--- config.mk ---
export PLATFORM = sky130hd
export DESIGN_NAME = sd_block_reader
export DESIGN_NICKNAME = d
export VERILOG_FILES = /design/src/rtl/sd_block_reader.sv
export SDC_FILE = /design/constraint.sdc
export NUM_CORES = 1
export LEC_CHECK = 0
export ABC_AREA = 0
export BUFFER_PORTS_ARGS = -buffer_cell sky130_fd_sc_hd__buf_2
export CAP_MARGIN = 10
export CORE_MARGIN = 3
export CORE_UTILIZATION = 40
export CTS_BUF_LIST = sky130_fd_sc_hd__clkbuf_2
export DETAILED_ROUTE_END_ITERATION = 10
export PLACE_DENSITY_LB_ADDON = 0.08
export SLEW_MARGIN = 25
export SYNTH_ARGS = -nofsm -noshare
export SYNTH_HDL_FRONTEND = slang
export SYNTH_SLANG_ARGS = --single-unit
--- constraint.sdc ---
create_clock -name clk -period 6.4 [get_ports clk]
set_clock_uncertainty 0.2 [all_clocks]
set_input_delay 0.32 -clock clk [delete_from_list [all_inputs] [get_ports clk]]
set_output_delay 0.32 -clock clk [all_outputs]
set_load 0.1 [all_outputs]
--- src/rtl/sd_block_reader.sv ---
// sd_block_reader: issues SD CMD17 byte by byte through an SPI host, parses R1 and the
// start token, and streams one data block out. Define SD_CRC16_EN to check the block CRC-16.
module sd_block_reader #(
    parameter int R1_TRIES    = 8,
    parameter int TOKEN_TRIES = 4095,
    parameter int BLOCK_BYTES = 512
) (
    input  logic        clk,
    input  logic        reset_n,
    input  logic        ce,
    input  logic        start,
    input  logic [31:0] lba,
    output logic        busy,
    output logic        done,
    output logic        err,
    output logic [1:0]  err_code,
    output logic        cs_n,
    output logic [7:0]  spi_di,
    output logic        spi_wr,
    input  logic [7:0]  spi_do,
    input  logic        spi_dsr,
    output logic [7:0]  dout,
    output logic        dout_we,
    output logic [8:0]  dout_addr,
    output logic        crc_err
);

    typedef enum logic [3:0] {
        S_IDLE, S_CMD, S_R1, S_TOKEN, S_DATA, S_CRC, S_TRAIL, S_OK, S_FAIL
    } state_t;

    localparam logic [11:0] R1_LAST    = 12'(R1_TRIES - 1);
    localparam logic [11:0] TOKEN_LAST = 12'(TOKEN_TRIES - 1);
    localparam logic [8:0]  IDX_LAST   = 9'(BLOCK_BYTES - 1);

    state_t      state_q, state_d;
    logic        wait_q, wait_d;
    logic [2:0]  cnt_q, cnt_d;
    logic [11:0] poll_q, poll_d;
    logic [8:0]  idx_q, idx_d;
    logic [31:0] lba_q, lba_d;
    logic [1:0]  code_q, code_d;
    logic        xfer_active;
    logic        byte_done;

    // Host byte handshake: spi_wr (with spi_di) is the request and is taken on the edge where
    // ce=1, so ce acts as ready; the reply byte on spi_do is valid only in the cycle spi_dsr=1.
    // spi_di stays stable from the request until that reply.
    assign xfer_active = state_q inside {S_CMD, S_R1, S_TOKEN, S_DATA, S_CRC, S_TRAIL};
    assign byte_done   = xfer_active && wait_q && spi_dsr;

    always_ff @(posedge clk or negedge reset_n) begin
        if (!reset_n) begin
            state_q <= S_IDLE;
            wait_q  <= 1'b0;
            cnt_q   <= '0;
            poll_q  <= '0;
            idx_q   <= '0;
            lba_q   <= '0;
            code_q  <= '0;
        end else begin
            state_q <= state_d;
            wait_q  <= wait_d;
            cnt_q   <= cnt_d;
            poll_q  <= poll_d;
            idx_q   <= idx_d;
            lba_q   <= lba_d;
            code_q  <= code_d;
        end
    end

    always_comb begin
        state_d   = state_q;
        wait_d    = wait_q;
        cnt_d     = cnt_q;
        poll_d    = poll_q;
        idx_d     = idx_q;
        lba_d     = lba_q;
        code_d    = code_q;
        busy      = xfer_active;
        done      = (state_q == S_OK);
        err       = (state_q == S_FAIL);
        err_code  = code_q;
        cs_n      = !(state_q inside {S_CMD, S_R1, S_TOKEN, S_DATA, S_CRC});
        spi_wr    = xfer_active && !wait_q;
        spi_di    = 8'hFF;
        dout_we   = (state_q == S_DATA) && byte_done;
        dout      = dout_we ? spi_do : 8'h00;
        dout_addr = idx_q;

        if (xfer_active && !wait_q && ce) wait_d = 1'b1;
        if (byte_done) wait_d = 1'b0;

        if (state_q == S_CMD) begin
            case (cnt_q)
                3'd0:    spi_di = 8'h51;
                3'd1:    spi_di = lba_q[31:24];
                3'd2:    spi_di = lba_q[23:16];
                3'd3:    spi_di = lba_q[15:8];
                3'd4:    spi_di = lba_q[7:0];
                default: spi_di = 8'hFF;
            endcase
        end

        case (state_q)
            S_IDLE: begin
                if (start) begin
                    lba_d   = lba;
                    code_d  = 2'd0;
                    cnt_d   = 3'd0;
                    idx_d   = 9'd0;
                    wait_d  = 1'b0;
                    state_d = S_CMD;
                end
            end
            S_CMD: begin
                if (byte_done) begin
                    if (cnt_q == 3'd5) begin
                        cnt_d   = 3'd0;
                        poll_d  = 12'd0;
                        state_d = S_R1;
                    end else begin
                        cnt_d = cnt_q + 3'd1;
                    end
                end
            end
            S_R1: begin
                if (byte_done) begin
                    if (spi_do == 8'hFF) begin
                        if (poll_q == R1_LAST) begin
                            code_d  = 2'd2;
                            state_d = S_FAIL;
                        end else begin
                            poll_d = poll_q + 12'd1;
                        end
                    end else if (spi_do == 8'h00) begin
                        poll_d  = 12'd0;
                        state_d = S_TOKEN;
                    end else begin
                        code_d  = 2'd1;
                        state_d = S_FAIL;
                    end
                end
            end
            S_TOKEN: begin
                if (byte_done) begin
                    if (spi_do == 8'hFE) begin
                        idx_d   = 9'd0;
                        state_d = S_DATA;
                    end else if (spi_do == 8'hFF && poll_q != TOKEN_LAST) begin
                        poll_d = poll_q + 12'd1;
                    end else begin
                        // error token, or the poll budget ran out on a filler byte
                        code_d  = 2'd3;
                        state_d = S_FAIL;
                    end
                end
            end
            S_DATA: begin
                if (byte_done) begin
                    if (idx_q == IDX_LAST) begin
                        idx_d   = 9'd0;
                        cnt_d   = 3'd0;
                        state_d = S_CRC;
                    end else begin
                        idx_d = idx_q + 9'd1;
                    end
                end
            end
            S_CRC: begin
                if (byte_done) begin
                    if (cnt_q == 3'd0) begin
                        cnt_d = 3'd1;
                    end else begin
                        cnt_d   = 3'd0;
                        state_d = S_TRAIL;
                    end
                end
            end
            S_TRAIL: begin
                if (byte_done) state_d = S_OK;
            end
            S_OK:    state_d = S_IDLE;
            S_FAIL:  state_d = S_IDLE;
            default: state_d = S_IDLE;
        endcase
    end

`ifdef SD_CRC16_EN
    // CRC-16/XMODEM, one whole byte folded in per strobe.
    function automatic logic [15:0] crc16_byte(input logic [15:0] crc_in, input logic [7:0] b);
        logic [15:0] c;
        c = crc_in ^ {b, 8'h00};
        for (int i = 0; i < 8; i++) begin
            c = c[15] ? ((c << 1) ^ 16'h1021) : (c << 1);
        end
        return c;
    endfunction

    logic [15:0] crc_q;
    logic [15:0] crc_rx_q;
    logic        crc_err_q;

    always_ff @(posedge clk or negedge reset_n) begin
        if (!reset_n) begin
            crc_q     <= '0;
            crc_rx_q  <= '0;
            crc_err_q <= 1'b0;
        end else begin
            if (state_q == S_IDLE && start) begin
                crc_q     <= '0;
                crc_err_q <= 1'b0;
            end else if (dout_we) begin
                crc_q <= crc16_byte(crc_q, spi_do);
            end
            if (state_q == S_CRC && byte_done) begin
                if (cnt_q[0]) crc_rx_q[7:0]  <= spi_do;
                else          crc_rx_q[15:8] <= spi_do;
            end
            // lands in the same cycle as the done pulse
            if (state_q == S_TRAIL && byte_done) crc_err_q <= (crc_q != crc_rx_q);
        end
    end

    assign crc_err = crc_err_q;
`else
    assign crc_err = 1'b0;
`endif

endmodule
==> results by group <==
Synth
  – Post-synth ARST share: 100%
  – Post-Synthesis Net Count: between 400 and 500
  – Netlist Area Pre-Place: approximately 0.0036 sq mm
  – Mean Syn Cell Area: 10.2 sq um
  – Ys Warns: 0
  – Synthesized instance count: around 360
  – Post-synthesis sequential area ratio: 43.2%
  – Number of library cell types mapped by synthesis: 58
  – Post-synth EDFFs: 0
  – #FFs+latches synth: 63
  – Top FF cell, synth: dfrtp_1

Pwr
  – Power per standard cell area: 429 mW/mm^2
  – Post-layout power: 1.95 mW
  – Total leakage power: 2.03 nW
  – Peak supply drop: about 0.71 mV

Clock network
  – Clock Sinks: 63
  – CTS tree: done
  – Num CTS Buffers: 9
  – H-Tree Depth: 3
  – CTS clk-pin slew, worst paths: ~200 ps
  – Max Root-Sink Buffers: 2
  – Post-CTS setup repair buffer count: 0
  – Later-pin clock latency in the skew report: 480 ps
  – Root buffer selected by CTS: clkbuf_2

Timing
  – Hold violation total from the final report: 0
  – Slew margin rel.: between 40 and 50%
  – RSZ-0062 raised after global routing: false
  – Min cycle time layout: 3460 ps
  – Fmax: 289 MHz
  – Worst slew pin tran: 829 ps
  – Total negative slack: 0 ps
  – Setup-failing EPs final: 0
  – Max Slew Vio Count: 0
  – Worst Hold Slack: ~100 ps
  – Fin crit share: 54.0%

Routing
  – DRC violation count after routing: 0
  – Detailed Route WL: 8800 um
  – Routed WL per cell: 15.4 um
  – DRT antenna net count: 0
  – Via count: about 3200
  – Pre-Repair DR Iteration Count: 4
  – DR iter-0 viols: about 130
  – Mean number of vias per cell: 5.57

Floorplan
  – Die H: 101 um
  – Die area: 0.0103 sq mm
  – Core ar.: 0.00881 sq mm
  – Cell Rows: 34
  – IO Count: 79
  – DIE WIDTH: just over 100 um
  – Starting density of the core: 41.4%

Final layout
  – Layout cells sized above 1: a little under a third
  – Core Util, Final: 51.6%
  – Commonest non-fill, non-tap cell in the layout: buf_2
  – Final cell count without fillers: 573
  – Antenna diode count: 0
  – Layout area overhead: 24.7%
  – Nets: 510
  – Most frequent cells in the layout: 77 x buf_2, 63 x dfrtp_1, 36 x dlygate4sd3_1

Job
  – Max Cap Viol: 0

Setup path
  – Worst-path fanout max: 17
  – Reg-to-Reg Start: dout_addr[0]$_DFFE_PN0P_
  – Worst EP required: about 6000 ps
  – WS Path Type: register to primary output
  – WP data arrival: about 3000 ps
  – CP Launch Type: register
  – Crit end category: primary output
  – Critical path origin: state_q[3]$_DFFE_PN0P_

Place
  – IO Port Bufs: 77
  – DP Cell Count: between 500 and 600
  – Dpl hpwl: about 6000 um
  – Routability cong.: 0.874

GRT
  – Pin count of the biggest net entering global routing: 64
  – Initial antenna violation count: 0
  – Vias in the first global route: around 3000
  – Tot GR Track Use: around 18%
  – First-pass GRT wire length: 14800 um
  – GR Overflow Total: 0

Status
  – Outcome: completed

Hold path
  – Hold Crit Class: input pin to register
  – Hold Crit Start: spi_do[4]
registers in the layout (all words and copies together), names as in the netlist:
register   cells
poll_q        12
lba_q         32
state_q        4
err_code       2
dout_addr      9
cnt_q          3
wait_q         1
layout make-up:
cell class | instances | area (sq um)
Multi-Input combinational cell | 264 | 1930
Sequential cell | 63 | 1580
Tap cell | 108 | 135
Fill cell | 831 | 4260
Clock buffer | 9 | 45.0
Timing Repair Buffer | 115 | 761
Inverter | 7 | 26.3
Clock inverter | 7 | 71.3
routing by layer:
| layer | track usage (%) | vias up | part of all wire, % |
|---|---|---|---|
| li1 | - | 1561 | - |
| met1 | 24.4 | 1549 | 46 |
| met2 | 29.1 | 71 | 49 |
| met3 | 3.03 | 10 | 4.2 |
| met4 | 5.52 | 0 | 1.3 |
| met5 | 0 | - | 0 |
stage by stage:
stage,worst slack (ps),cell area [sq um]
finish,2940,4550
global route,2710,4550
CTS,2890,4550
detailed placement,3480,4070
global placement,3520,4070
floorplan,2000,3650
worst max-delay path, cell delays in order (launching register included):
cell and delay, ps:
dfrtp_1 610, or4b_1 740, nor2_1 440, o31a_1 240
o211ai_1 100, buf_2 320
Yosys cell counts (2+ instances only):
cell	count	area, sq um
nor2_1	16	60.1
nand2b_1	4	25.0
o21ai_1	2	10.0
buf_6	3	33.8
ha_1	5	62.6
or2_2	3	18.8
and3_1	15	93.8
nor4b_1	3	26.3
inv_1	7	26.3
nor4_2	2	25.0
buf_2	3	15.0
mux2i_1	2	20.0
a22oi_1	15	113
o211a_1	2	20.0
o211ai_1	10	75.1
nand4_1	5	31.3
clkbuf_1	14	52.6
nand3_1	11	55.1
or3_1	6	37.5
and2_1	10	62.6
a2111oi_2	2	30.0
nor3_1	16	80.1
a221o_1	10	100
a22o_1	3	26.3
dfrtp_1	63	1580
nor4_1	5	31.3
a21oi_1	6	30.0
o31ai_1	3	22.5
nand2_1	17	63.8
o21a_1	2	15.0
mux2_2	35	394
nor2b_1	7	43.8
nor3b_1	7	52.6
o21ai_0	18	90.1
cell families (layout without fill, tap and decap cells):
group	after synthesis	after routing	share of synthesized area, %
muxes	37	37	11.4
other	1	1	0.103
and+or+nand+nor	135	135	21.7
adders and majority gates	5	5	1.72
DFF	63	63	43.2
AOI/OAI and AO/OA	86	86	18.1
buffers and inverters	29	138	3.81
where the power goes:
part	total [mW]	internal [mW]	switching, mW
Combinational	1.05	0.337	0.717
Clock	0.250	0.0900	0.160
Sequential	0.646	0.528	0.118
worst paths after layout:
kind	endpoint	slack, ps	depth (start not counted)
min	state_q[3]$_DFFE_PN0P_	100	4
max reg2reg	cnt_q[0]$_DFFE_PN0P_	3610	8
max	spi_di[4]	2940	5
min reg2reg	dout_addr[5]$_DFFE_PN0P_	330	1
max in group asynchronous	poll_q[8]$_DFFE_PN0P_	5150	3
min in group asynchronous	state_q[3]$_DFFE_PN0P_	320	3
repair_timing:
| item | CTS | global route |
|---|---|---|
| resized for setup | 0 | 0 |
| endpoints found under the setup margin | 0 | 0 |
| hold buffers | 36 | 0 |
| hold endpoints to repair | 97 | 0 |
Power figures use the tool's default switching activity.
